<file path="src/rtl/render_sequencer_n.sv">
// rtl/render_sequencer_n.sv - game/render control FSM for N players and N bomb slots
// Sequences title, stage, per-frame redraw and win screens; owns the frame tick and refresh strobe.
module render_sequencer_n #(
  parameter int NUM_PLAYERS        = 2,
  parameter int NUM_BOMBS          = 6,
  parameter int LIVES_W            = 2,
  parameter int TICK_DIV           = 833333,
  parameter int FRAMES_PER_REFRESH = 15,
  localparam int PID_W             = 2,
  localparam int BID_W             = 3
) (
  input  logic                           clock,
  input  logic                           resetn,
  input  logic [NUM_PLAYERS*LIVES_W-1:0] lives,
  input  logic [NUM_BOMBS-1:0]           bomb_active,
  input  logic                           go,
  input  logic                           finished,
  input  logic                           all_tiles_drawn,
  output logic [1:0]                     memory_select,
  output logic                           copy_enable,
  output logic                           tc_enable,
  output logic                           player_reset,
  output logic                           tile_reset,
  output logic                           print_screen,
  output logic                           draw_stage,
  output logic                           draw_tile,
  output logic                           draw_explosion,
  output logic                           draw_bomb,
  output logic                           check_player,
  output logic                           draw_player,
  output logic                           draw_hp,
  output logic [PID_W-1:0]               player_id,
  output logic [BID_W-1:0]               bomb_id,
  output logic [LIVES_W-1:0]             hp_id,
  output logic [1:0]                     corner_id,
  output logic                           refresh,
  output logic                           winner_valid,
  output logic [PID_W-1:0]               winner_id
);

  localparam int TICK_W  = (TICK_DIV > 1) ? $clog2(TICK_DIV) : 1;
  localparam int FRAME_W = (FRAMES_PER_REFRESH > 1) ? $clog2(FRAMES_PER_REFRESH) : 1;

  // Order matters: DRAW_TILE..GAME_IDLE is the contiguous range where the tick counter runs.
  typedef enum logic [4:0] {
    LOAD_TITLE, DISPLAY_TITLE, TITLE, LOAD_STAGE, DISPLAY_STAGE,
    DRAW_TILE, DRAW_EXPLOSION, UPDATE_TILE, DRAW_BOMB, UPDATE_BOMB,
    PLAYER_START, CHECK_CORNER, UPDATE_CORNER, DRAW_PLAYER, DRAW_HP,
    UPDATE_HP, NEXT_PLAYER, GAME_IDLE, UPDATE_STAGE, LOAD_WIN,
    DISPLAY_WIN, WIN
  } state_t;

  state_t              state, state_nxt;
  logic [TICK_W-1:0]   tick_cnt;
  logic [FRAME_W-1:0]  frame_cnt;
  logic                tick_run, tick, frame_last;
  logic [LIVES_W-1:0]  life [4];
  logic [LIVES_W-1:0]  cur_lives;
  logic [7:0]          bomb_ext;
  logic [2:0]          alive;
  logic [PID_W-1:0]    first_alive;
  logic                hp_done, bomb_last, player_last;

  always_comb begin
    for (int p = 0; p < 4; p++) life[p] = '0;
    for (int p = 0; p < NUM_PLAYERS; p++) life[p] = lives[p*LIVES_W +: LIVES_W];
  end

  // Scan high to low so the last hit is the lowest surviving index.
  always_comb begin
    alive       = '0;
    first_alive = '0;
    for (int p = NUM_PLAYERS - 1; p >= 0; p--) begin
      if (life[p] != '0) begin
        alive       = alive + 3'd1;
        first_alive = PID_W'(p);
      end
    end
  end

  assign cur_lives   = life[player_id];
  assign bomb_ext    = 8'(bomb_active);
  assign hp_done     = ({1'b0, hp_id} + (LIVES_W+1)'(1)) >= {1'b0, cur_lives};
  assign bomb_last   = (bomb_id == BID_W'(NUM_BOMBS - 1));
  assign player_last = (player_id == PID_W'(NUM_PLAYERS - 1));
  assign tick_run    = (state >= DRAW_TILE) && (state <= GAME_IDLE);
  assign tick        = tick_run && (tick_cnt == TICK_W'(TICK_DIV - 1));
  assign frame_last  = (frame_cnt == FRAME_W'(FRAMES_PER_REFRESH - 1));
  assign refresh     = tick && frame_last;

  always_ff @(posedge clock or negedge resetn) begin
    if (!resetn) state <= LOAD_TITLE;
    else         state <= state_nxt;
  end

  always_ff @(posedge clock or negedge resetn) begin
    if (!resetn) begin
      tick_cnt     <= '0;
      frame_cnt    <= '0;
      player_id    <= '0;
      bomb_id      <= '0;
      hp_id        <= '0;
      corner_id    <= '0;
      winner_valid <= 1'b0;
      winner_id    <= '0;
    end else begin
      if (state == DISPLAY_STAGE) begin
        tick_cnt  <= '0;
        frame_cnt <= '0;
        player_id <= '0;
        bomb_id   <= '0;
        hp_id     <= '0;
        corner_id <= '0;
      end else if (tick_run) begin
        tick_cnt <= tick ? '0 : tick_cnt + 1'b1;
        if (tick) frame_cnt <= frame_last ? '0 : frame_cnt + 1'b1;
      end
      case (state)
        UPDATE_BOMB:   bomb_id   <= bomb_last ? '0 : bomb_id + 1'b1;
        PLAYER_START:  if (cur_lives != '0) begin
                         corner_id <= '0;
                         hp_id     <= '0;
                       end
        UPDATE_CORNER: corner_id <= corner_id + 2'd1;
        UPDATE_HP:     hp_id     <= hp_done ? '0 : hp_id + 1'b1;
        NEXT_PLAYER:   player_id <= player_last ? '0 : player_id + 1'b1;
        default: ;
      endcase
      if (state == LOAD_TITLE) begin
        winner_valid <= 1'b0;
        winner_id    <= '0;
      end else if (state == UPDATE_STAGE && alive <= 3'd1) begin
        winner_valid <= (alive == 3'd1);
        winner_id    <= first_alive;
      end
    end
  end

  always_comb begin
    state_nxt      = state;
    memory_select  = 2'd0;
    copy_enable    = 1'b0;
    tc_enable      = 1'b0;
    player_reset   = 1'b0;
    tile_reset     = 1'b0;
    print_screen   = 1'b0;
    draw_stage     = 1'b0;
    draw_tile      = 1'b0;
    draw_explosion = 1'b0;
    draw_bomb      = 1'b0;
    check_player   = 1'b0;
    draw_player    = 1'b0;
    draw_hp        = 1'b0;
    case (state)
      LOAD_TITLE: begin
        copy_enable = 1'b1;
        draw_stage  = 1'b1;
        if (finished) state_nxt = DISPLAY_TITLE;
      end
      DISPLAY_TITLE: begin
        print_screen = 1'b1;
        if (finished) state_nxt = TITLE;
      end
      TITLE: if (go) state_nxt = LOAD_STAGE;
      LOAD_STAGE: begin
        memory_select = 2'd1;
        copy_enable   = 1'b1;
        draw_stage    = 1'b1;
        if (finished) state_nxt = DISPLAY_STAGE;
      end
      DISPLAY_STAGE: begin
        print_screen = 1'b1;
        player_reset = 1'b1;
        tile_reset   = 1'b1;
        if (finished) state_nxt = DRAW_TILE;
      end
      DRAW_TILE: begin
        memory_select = 2'd3;
        copy_enable   = 1'b1;
        draw_tile     = 1'b1;
        if (finished) state_nxt = DRAW_EXPLOSION;
      end
      DRAW_EXPLOSION: begin
        memory_select  = 2'd3;
        copy_enable    = 1'b1;
        draw_explosion = 1'b1;
        if (finished) state_nxt = UPDATE_TILE;
      end
      UPDATE_TILE: begin
        tc_enable = 1'b1;
        state_nxt = all_tiles_drawn ? DRAW_BOMB : DRAW_TILE;
      end
      DRAW_BOMB: begin
        if (bomb_ext[bomb_id]) begin
          memory_select = 2'd3;
          copy_enable   = 1'b1;
          draw_bomb     = 1'b1;
          if (finished) state_nxt = UPDATE_BOMB;
        end else begin
          state_nxt = UPDATE_BOMB;
        end
      end
      UPDATE_BOMB:   state_nxt = bomb_last ? PLAYER_START : DRAW_BOMB;
      PLAYER_START:  state_nxt = (cur_lives == '0) ? NEXT_PLAYER : CHECK_CORNER;
      CHECK_CORNER: begin
        check_player = 1'b1;
        state_nxt    = UPDATE_CORNER;
      end
      UPDATE_CORNER: state_nxt = (corner_id == 2'd3) ? DRAW_PLAYER : CHECK_CORNER;
      DRAW_PLAYER: begin
        memory_select = 2'd3;
        copy_enable   = 1'b1;
        draw_player   = 1'b1;
        if (finished) state_nxt = DRAW_HP;
      end
      DRAW_HP: begin
        memory_select = 2'd3;
        copy_enable   = 1'b1;
        draw_hp       = 1'b1;
        if (finished) state_nxt = UPDATE_HP;
      end
      UPDATE_HP:     state_nxt = hp_done ? NEXT_PLAYER : DRAW_HP;
      NEXT_PLAYER:   state_nxt = player_last ? GAME_IDLE : PLAYER_START;
      GAME_IDLE:     if (tick) state_nxt = UPDATE_STAGE;
      UPDATE_STAGE: begin
        print_screen = 1'b1;
        if (alive <= 3'd1) state_nxt = LOAD_WIN;
        else if (finished) state_nxt = DRAW_TILE;
      end
      LOAD_WIN: begin
        memory_select = 2'd2;
        copy_enable   = 1'b1;
        draw_stage    = 1'b1;
        if (finished) state_nxt = DISPLAY_WIN;
      end
      DISPLAY_WIN: begin
        print_screen = 1'b1;
        if (finished) state_nxt = WIN;
      end
      WIN: if (go) state_nxt = LOAD_TITLE;
      default: state_nxt = LOAD_TITLE;
    endcase
  end

endmodule

</file>
<file path="config.mk">
export PLATFORM = sky130hd
export DESIGN_NAME = render_sequencer_n
export DESIGN_NICKNAME = d
export VERILOG_FILES = /design/src/rtl/render_sequencer_n.sv
export SDC_FILE = /design/constraint.sdc
export NUM_CORES = 1
export LEC_CHECK = 0
export CAP_MARGIN = 20
export CORE_AREA = 2 2 78 80
export CTS_BUF_LIST = sky130_fd_sc_hd__clkbuf_8
export CTS_CLUSTER_DIAMETER = 80
export DETAILED_ROUTE_END_ITERATION = 12
export DIE_AREA = 0 0 80 82
export GPL_TIMING_DRIVEN = 0
export PLACE_DENSITY_LB_ADDON = 0.2
export SLEW_MARGIN = 20
export SYNTH_ARGS = -nofsm -noshare
export SYNTH_HDL_FRONTEND = slang
export SYNTH_SLANG_ARGS = --single-unit
</file>
<file path="constraint.sdc">
create_clock -name clock -period 3.6 [get_ports clock]
set_input_delay 0.54 -clock clock [delete_from_list [all_inputs] [get_ports clock]]
set_output_delay 0.54 -clock clock [all_outputs]
set_load 0.02 [all_outputs]
</file>
==> summary.md, run 1 <==
| Metric | Value |
|---|---|
| DRT iter0 DRCs | `214` |
| RSZ-0062 raised after global routing | `false` |
| Pwr/cell area | `777.2 nW/um^2` |
| Part of the power in the clock network | `11.2%` |
| Leak | `0.001407 uW` |
| First-pass GRT wire length | `11.42 mm` |
| Number of synthesized flops with an enable pin | `0` |
| Num CTS Buffers | `5` |
| Via Count | `2634` |
| Share of the yosys chip area belonging to registers | `36.45%` |
| Worst hold path class | `primary input to async pin` |
| # setup viols final | `0` |
| CP Cell Sequence | `clkdlybuf4s50_1, mux2_2, a311oi_1, mux2i_1, nand2b_1, a21oi_1, clkdlybuf4s50_1` |
| Relative slew slack | `34.95%` |
| Avg Inst Size Synth | `8.297 um^2` |
| Layout cells sized above 1 | `9.235%` |
| TritonCTS clock tree | `done` |
| Sw Ratio | `48.31%` |
| Library cells used by synthesis | `56` |
| Post-cts sizing count | `0` |
| Most frequent cells in the layout | `nor2_1 (46), dfrtp_1 (40), clkdlybuf4s50_1 (39)` |
| CP Max Fanout | `5` |
| Initial Util | `47.80%` |
| Nets | `402` |
| Initial antenna violation count | `0` |
| Place WS | `0.2102 ns` |
| Final worst path period share | `95.72%` |
| Clk sinks | `40` |
| Int Pwr | `1341 uW` |
| Mapped Area | `2746 um^2` |
| Worst ir drop on vdd | `423.3 uV` |
| Gate Count Post-Synth | `331` |
| Worst path max stage delay | `0.81 ns` |
| Status | `finished, final reports clean` |
| Fin. Hold Viols | `0` |
| Fillers | `561` |
| PortBufs | `40` |
| Wire length per cell | `15.27 um` |
| Largest cells by area after synthesis | `dfrtp_1 (36%), nor2_1 (6.3%), nand2_1 (4.2%)` |
| Non-Filler Cell Area, Final | `3337 um^2` |
| Flops & latches, synth | `40` |
| Worst EP arrival | `2.91 ns` |
| Post-CTS setup buffer count | `0` |
| CTS root buf | `clkbuf_8` |
| Area of the multi-input gates | `1634 um^2` |
| Worst Skew | `0.008469 ns` |
| Area Overhead vs Synth | `21.50%` |
| Largest net degree at the start of global routing | `29` |
| Critical Path RT | `3.06 ns` |
| Max Buffers Root-to-Sink | `2` |
| Max Cap Viol | `0` |
| Crit Path Class | `primary input to output port` |
| CP max-delay cell | `a311oi_1` |
| Placer Congestion | `0.9016` |
| Hold slack | `0.1437 ns` |
| Die W | `80 um` |
| Router iterations before antenna repair | `5` |
| Vias in the first global route | `2346` |
| DRT antenna net count | `0` |
| Clk slew on worst S/H paths | `0.08 ns` |
| Drt via density | `5.802` |
| Syn Nets | `354` |
| Clock Latency Late Sink | `0.29 ns` |
| Worst path top cell family by delay | `buffers and inverters` |
| Pins over their slew limit | `0` |
| Tmin final | `3.446 ns` |
| Total grt overflow | `0` |
| WL final | `6.933 mm` |
| Hpwl dp | `5.152 mm` |
| Die area | `6560 um^2` |
| Fmax | `290.2 MHz` |
| Die H | `82 um` |
| Worst path most repeated cell | `clkdlybuf4s50_1` |
| Slew @ Worst Pin | `0.9691 ns` |
| Area share of the largest cell type after synthesis | `36.45%` |
| Flip-flop and latch area | `1001 um^2` |
| Area post-placement | `3256 um^2` |
| Most common cell after layout, fill and taps aside | `nor2_1` |
| Post-synth top area cell | `dfrtp_1` |
| Util after Layout | `58.08%` |
| IO Pins | `42` |
| Worst setup SP type | `primary input` |
| Power share of the sequential group | `25.6%` |
| Total negative slack | `0 ns` |
| H-tree levels | `2` |
| Net switching power figure | `1253 uW` |
| N_diodes | `0` |
| Comb power frac | `63.2%` |
| Core Area | `5746 um^2` |
| Worst setup margin | `0.1540 ns` |
| Std-Cell Rows | `28` |
| Tot GR Track Use | `22.07%` |
| Synth Flop Type | `dfrtp_1` |
| Hold Buf Count CTS | `0` |
| CP Capture Type | `output port` |
| YS warnings | `0` |
| Ys async rst share | `100.0%` |
| Crit path buf inv count | `2` |
| DR DRC count | `0` |
==> routing by layer <==
layer / share of wire, % / routed length, um / vias up / track usage, %
li1: - / - / 1276 / -
met1: 48 / 3310 / 1258 / 32.30
met2: 45 / 3108 / 90 / 33.25
met3: 5.7 / 398 / 10 / 3.956
met4: 1.7 / 116 / 0 / 6.610
met5: 0 / 0 / - / 0
==> sequential cells by signal (all words and copies together), names as in the netlist <==
register	count
corner_id	2
frame_cnt	4
state	5
bomb_id	3
tick_cnt	20
hp_id	2
player_id	2
winner_id	1
winner_valid	1
==> power by group through the flow <==
stage | combinational (uW) | clock [uW] | sequential, uW
2_1_floorplan | 1060 | 0 | 695
3_3_place_gp | 1600 | 0 | 666
3_5_place_dp | 1620 | 0 | 667
4_1_cts | 1620 | 303 | 660
5_1_grt | 1800 | 318 | 680
6_report | 1640 | 290 | 663
==> final timing paths <==
kind	from	endpoint	slack [ns]	cells past startpoint
max	bomb_active[5]	memory_select[0]	0.15	7
min	resetn	frame_cnt[3]	0.14	1
max reg2reg	state[1]	state[2]	1.02	6
min reg2reg	tick_cnt[13]	tick_cnt[13]	0.49	1
max in group asynchronous	resetn	state[2]	2.99	2
min in group clock	tick_cnt[13]	tick_cnt[13]	0.49	1
==> synthesized netlist by cell type, types with 4 or more instances <==
| cell | instances |
|---|---|
| o21a_1 | 4 |
| a21oi_1 | 22 |
| or2_2 | 7 |
| nor2_1 | 46 |
| nand2_1 | 31 |
| dfrtp_1 | 40 |
| inv_1 | 9 |
| nand3_1 | 7 |
| nand2b_1 | 8 |
| a31oi_1 | 10 |
| mux2_2 | 5 |
| o21ai_0 | 20 |
| xor2_1 | 9 |
| ha_1 | 7 |
| mux2i_1 | 7 |
| clkbuf_1 | 11 |
| nand4_1 | 11 |
| xnor2_1 | 6 |
| nor3_1 | 11 |
==> cell families after synthesis <==
group                      after synthesis  share of synthesized area (%)
AOI/OAI and AO/OA                       78                          17.86
other                                    1                         0.1365
DFF                                     40                          36.45
buffers and inverters                   26                          4.054
adders and majority gates                8                          3.918
xor gates and xnor gates                15                          4.784
muxes                                   12                          4.601
and+or+nand+nor                        151                          28.20
==> worst reg2reg max path, cell delays in order (launching register included) <==
cell and delay, ns:
dfrtp_1 0.38, clkbuf_1 0.30, nor2_1 0.21, a311oi_1 0.80, nor3_1 0.08, or3_1 0.41
mux2_2 0.30
==> through the flow <==
step / cells / power, uW
4_1_cts: 454 / 2585
5_1_grt: 454 / 2798
3_5_place_dp: 447 / 2283
6_report: 454 / 2593
3_3_place_gp: 446 / 2265
2_1_floorplan: 331 / 1753
==> cell type report <==
cell class | count | area share (%)
Multi-Input combinational cell | 265 | 48.97
Buffer | 17 | 2.325
Sequential cell | 40 | 30.00
Timing Repair Buffer | 41 | 12.45
Inverter | 9 | 1.012
Tap cell | 75 | 2.812
Clock buffer | 5 | 2.062
Clock inverter | 2 | 0.3750
Note: power is estimated with default switching activity, not from simulation.
==> run 2, diff against run 1 <==
--- a/config.mk
+++ b/config.mk
@@ -6,11 +6,13 @@
 export NUM_CORES = 1
 export LEC_CHECK = 0
 export CAP_MARGIN = 20
-export CORE_AREA = 2 2 78 80
+export CELL_PAD_IN_SITES_DETAIL_PLACEMENT = 0
+export CELL_PAD_IN_SITES_GLOBAL_PLACEMENT = 1
+export CORE_AREA = 2 2 82 84
 export CTS_BUF_LIST = sky130_fd_sc_hd__clkbuf_8
 export CTS_CLUSTER_DIAMETER = 80
 export DETAILED_ROUTE_END_ITERATION = 12
-export DIE_AREA = 0 0 80 82
+export DIE_AREA = 0 0 84 86
 export GPL_TIMING_DRIVEN = 0
 export PLACE_DENSITY_LB_ADDON = 0.2
 export SLEW_MARGIN = 20
==> summary.md, run 2 (synthesis results as in run 1) <==
| Metric | Value |
|---|---|
| Most frequent cells in the layout | `nor2_1 (46), dfrtp_1 (40), clkdlybuf4s50_1 (39)` |
| Critical Path RT | `3.06 ns (about the same)` |
| Worst path max stage delay | `0.63 ns (-0.18 ns)` |
| Fin. Hold Viols | `0 (unchanged)` |
| Hold Buf Count CTS | `0 (unchanged)` |
| DRT antenna net count | `0 (unchanged)` |
| Vias in the first global route | `2489 (+6.1%)` |
| First-pass GRT wire length | `12.39 mm (+8.5%)` |
| CP Max Fanout | `10 (+5)` |
| PortBufs | `40 (unchanged)` |
| Biggest register | `tick_cnt` |
| Worst path most repeated cell | `clkbuf_1` |
| Max Cap Viol | `0 (unchanged)` |
| Worst EP arrival | `2.84 ns (-0.07 ns)` |
| Clk sinks | `40 (unchanged)` |
| Worst reg2reg path depth | `9 (+3)` |
| H-tree levels | `2 (unchanged)` |
| Initial Util | `43.75% (-4.0 points)` |
| Area Overhead vs Synth | `23.05%` |
| Largest regs | `tick_cnt: 20 flops, state: 5 flops, frame_cnt: 4 flops` |
| Core Area | `6277 um^2 (+9.3%)` |
| Worst hold path class | `primary input to async pin` |
| Non-Filler Cell Area, Final | `3379 um^2 (+1.3%)` |
| Area post-placement | `3258 um^2 (about the same)` |
| Final worst path period share | `93.92% (-1.8 points)` |
| Die area | `7224 um^2 (+10%)` |
| WL final | `7.114 mm (+2.6%)` |
| Worst setup SP type | `register` |
| N_diodes | `0 (unchanged)` |
| Drt via density | `5.772 (-0.51%)` |
| Num CTS Buffers | `5 (unchanged)` |
| Std-Cell Rows | `29 (+3.6%)` |
| Worst Skew | `0.003760 ns (-0.004709 ns)` |
| Via Count | `2638 (+0.15%)` |
| Post-CTS setup buffer count | `0 (unchanged)` |
| Die W | `84 um (+5.0%)` |
| Pins over their slew limit | `0 (unchanged)` |
| Initial antenna violation count | `0 (unchanged)` |
| Total grt overflow | `0 (unchanged)` |
| Max Buffers Root-to-Sink | `2 (unchanged)` |
| Die H | `86 um (+4.9%)` |
| Post-cts sizing count | `0 (unchanged)` |
| Tmin final | `3.381 ns (-0.06506 ns)` |
| CP Capture Type | `output port` |
| Flip-flop count of the largest register after layout | `20 (unchanged)` |
| DR DRC count | `0 (unchanged)` |
| IO Pins | `42 (unchanged)` |
| TritonCTS clock tree | `done` |
| Relative slew slack | `49.26% (+14 points)` |
| Status | `finished, final reports clean` |
| Largest net degree at the start of global routing | `33 (+14%)` |
| Nets | `402 (unchanged)` |
| CTS root buf | `clkbuf_8` |
| Util after Layout | `53.84% (-4.2 points)` |
| Layout cells sized above 1 | `9.474% (+0.24 points)` |
| Clk slew on worst S/H paths | `0.09 ns (about the same)` |
| Leak | `0.001428 uW (+1.5%)` |
| # setup viols final | `0 (unchanged)` |
| Slew @ Worst Pin | `0.7560 ns (-0.2131 ns)` |
| Hpwl dp | `5.381 mm (+4.4%)` |
| Router iterations before antenna repair | `4 (-1)` |
| Crit Path Class | `register to output port` |
| Wire length per cell | `15.57 um (+1.9%)` |
| Clock Latency Late Sink | `0.30 ns (about the same)` |
| RSZ-0062 raised after global routing | `false` |
| Design Power | `2704 uW (+4.3%)` |
| DRT iter0 DRCs | `200 (-6.5%)` |
| Most common cell after layout, fill and taps aside | `nor2_1` |
| Worst ir drop on vdd | `432.3 uV (+2.1%)` |
| Fmax | `295.8 MHz (+1.9%)` |
| Placer Congestion | `0.9048 (+0.35%)` |
| CP max-delay cell | `clkdlybuf4s50_1` |
| Pwr/cell area | `800.1 nW/um^2 (+3.0%)` |
| Tot GR Track Use | `21.17% (-0.89 points)` |
| Total negative slack | `0 ns (unchanged)` |
| CP Cell Sequence | `clkbuf_1, buf_1, clkbuf_1, nand2_1, o31a_1, o22ai_1, clkdlybuf4s50_1` |
[run 2: changes by cell type in the layout (fill, tap and decap cells not counted), sizes merged]
cell | before | now
bufinv | 0 | 1
clkbuf | 16 | 17
clkinvlp | 1 | 0
[run 2: final timing paths]
| check | from | end | slack, ns |
|---|---|---|---|
| worst min register to register | tick_cnt[13] | tick_cnt[13] | 0.51 |
| worst max register to register | player_id[0] | state[2] | 1.07 |
| max in group asynchronous | resetn | tick_cnt[0] | 3.06 |
| min in group clock | tick_cnt[13] | tick_cnt[13] | 0.51 |
| worst max-delay path | state[2] | memory_select[1] | 0.22 |
| worst min-delay path | resetn | corner_id[0] | 0.09 |
[run 2: final cells by class]
type | count | area (um^2)
Tap cell | 77 | 96.34
Timing Repair Buffer | 41 | 415.4
Inverter | 9 | 33.78
Clock buffer | 6 | 82.58
Multi-Input combinational cell | 265 | 1634
Buffer | 17 | 77.57
Clock inverter | 2 | 38.79
Sequential cell | 40 | 1001
Fill cell | 618 | 2898
[run 2: report_power, final]
part           total, uW  internal [uW]  switching, uW
Combinational       1640            655            988
Sequential           660            555            106
Clock                401            227            174
[run 2: stage by stage]
step                      instances  setup WS, ns  hold WS, ns
after floorplan                 331         1.121       0.2444
after global placement          448        0.4184       0.4719
after detailed placement        449        0.3958       0.4232
after CTS                       457        0.2487      0.09296
after global routing            457       0.05806      0.09821
final                           457        0.2190      0.09388
[run 2: worst max-delay path: cells and delay by family, from the launching register on]
kind | cells | cell delay (ns)
buffers and inverters | 4 | 1.79
DFF | 1 | 0.35
AOI/OAI and AO/OA | 2 | 0.27
and+or+nand+nor | 1 | 0.14
[run 2: layer usage]
metal | global-route usage, % | share of wire (%) | vias to the layer above
li1 | - | - | 1290
met4 | 7.478 | 1.8 | 0
met2 | 31.78 | 44 | 82
met1 | 31.23 | 48 | 1255
met5 | 0 | 0 | -
met3 | 3.080 | 5.7 | 11
==> run 3, diff against run 2 <==
--- a/config.mk
+++ b/config.mk
@@ -5,6 +5,7 @@
 export SDC_FILE = /design/constraint.sdc
 export NUM_CORES = 1
 export LEC_CHECK = 0
+export ABC_CLOCK_PERIOD_IN_PS = 3600
 export CAP_MARGIN = 20
 export CELL_PAD_IN_SITES_DETAIL_PLACEMENT = 0
 export CELL_PAD_IN_SITES_GLOBAL_PLACEMENT = 1
@@ -19,3 +20,4 @@
 export SYNTH_ARGS = -nofsm -noshare
 export SYNTH_HDL_FRONTEND = slang
 export SYNTH_SLANG_ARGS = --single-unit
+export TNS_END_PERCENT = 10
==> results of run 3 <==
Same layout as run 2: the final DEF is identical, and so are final timing and power.
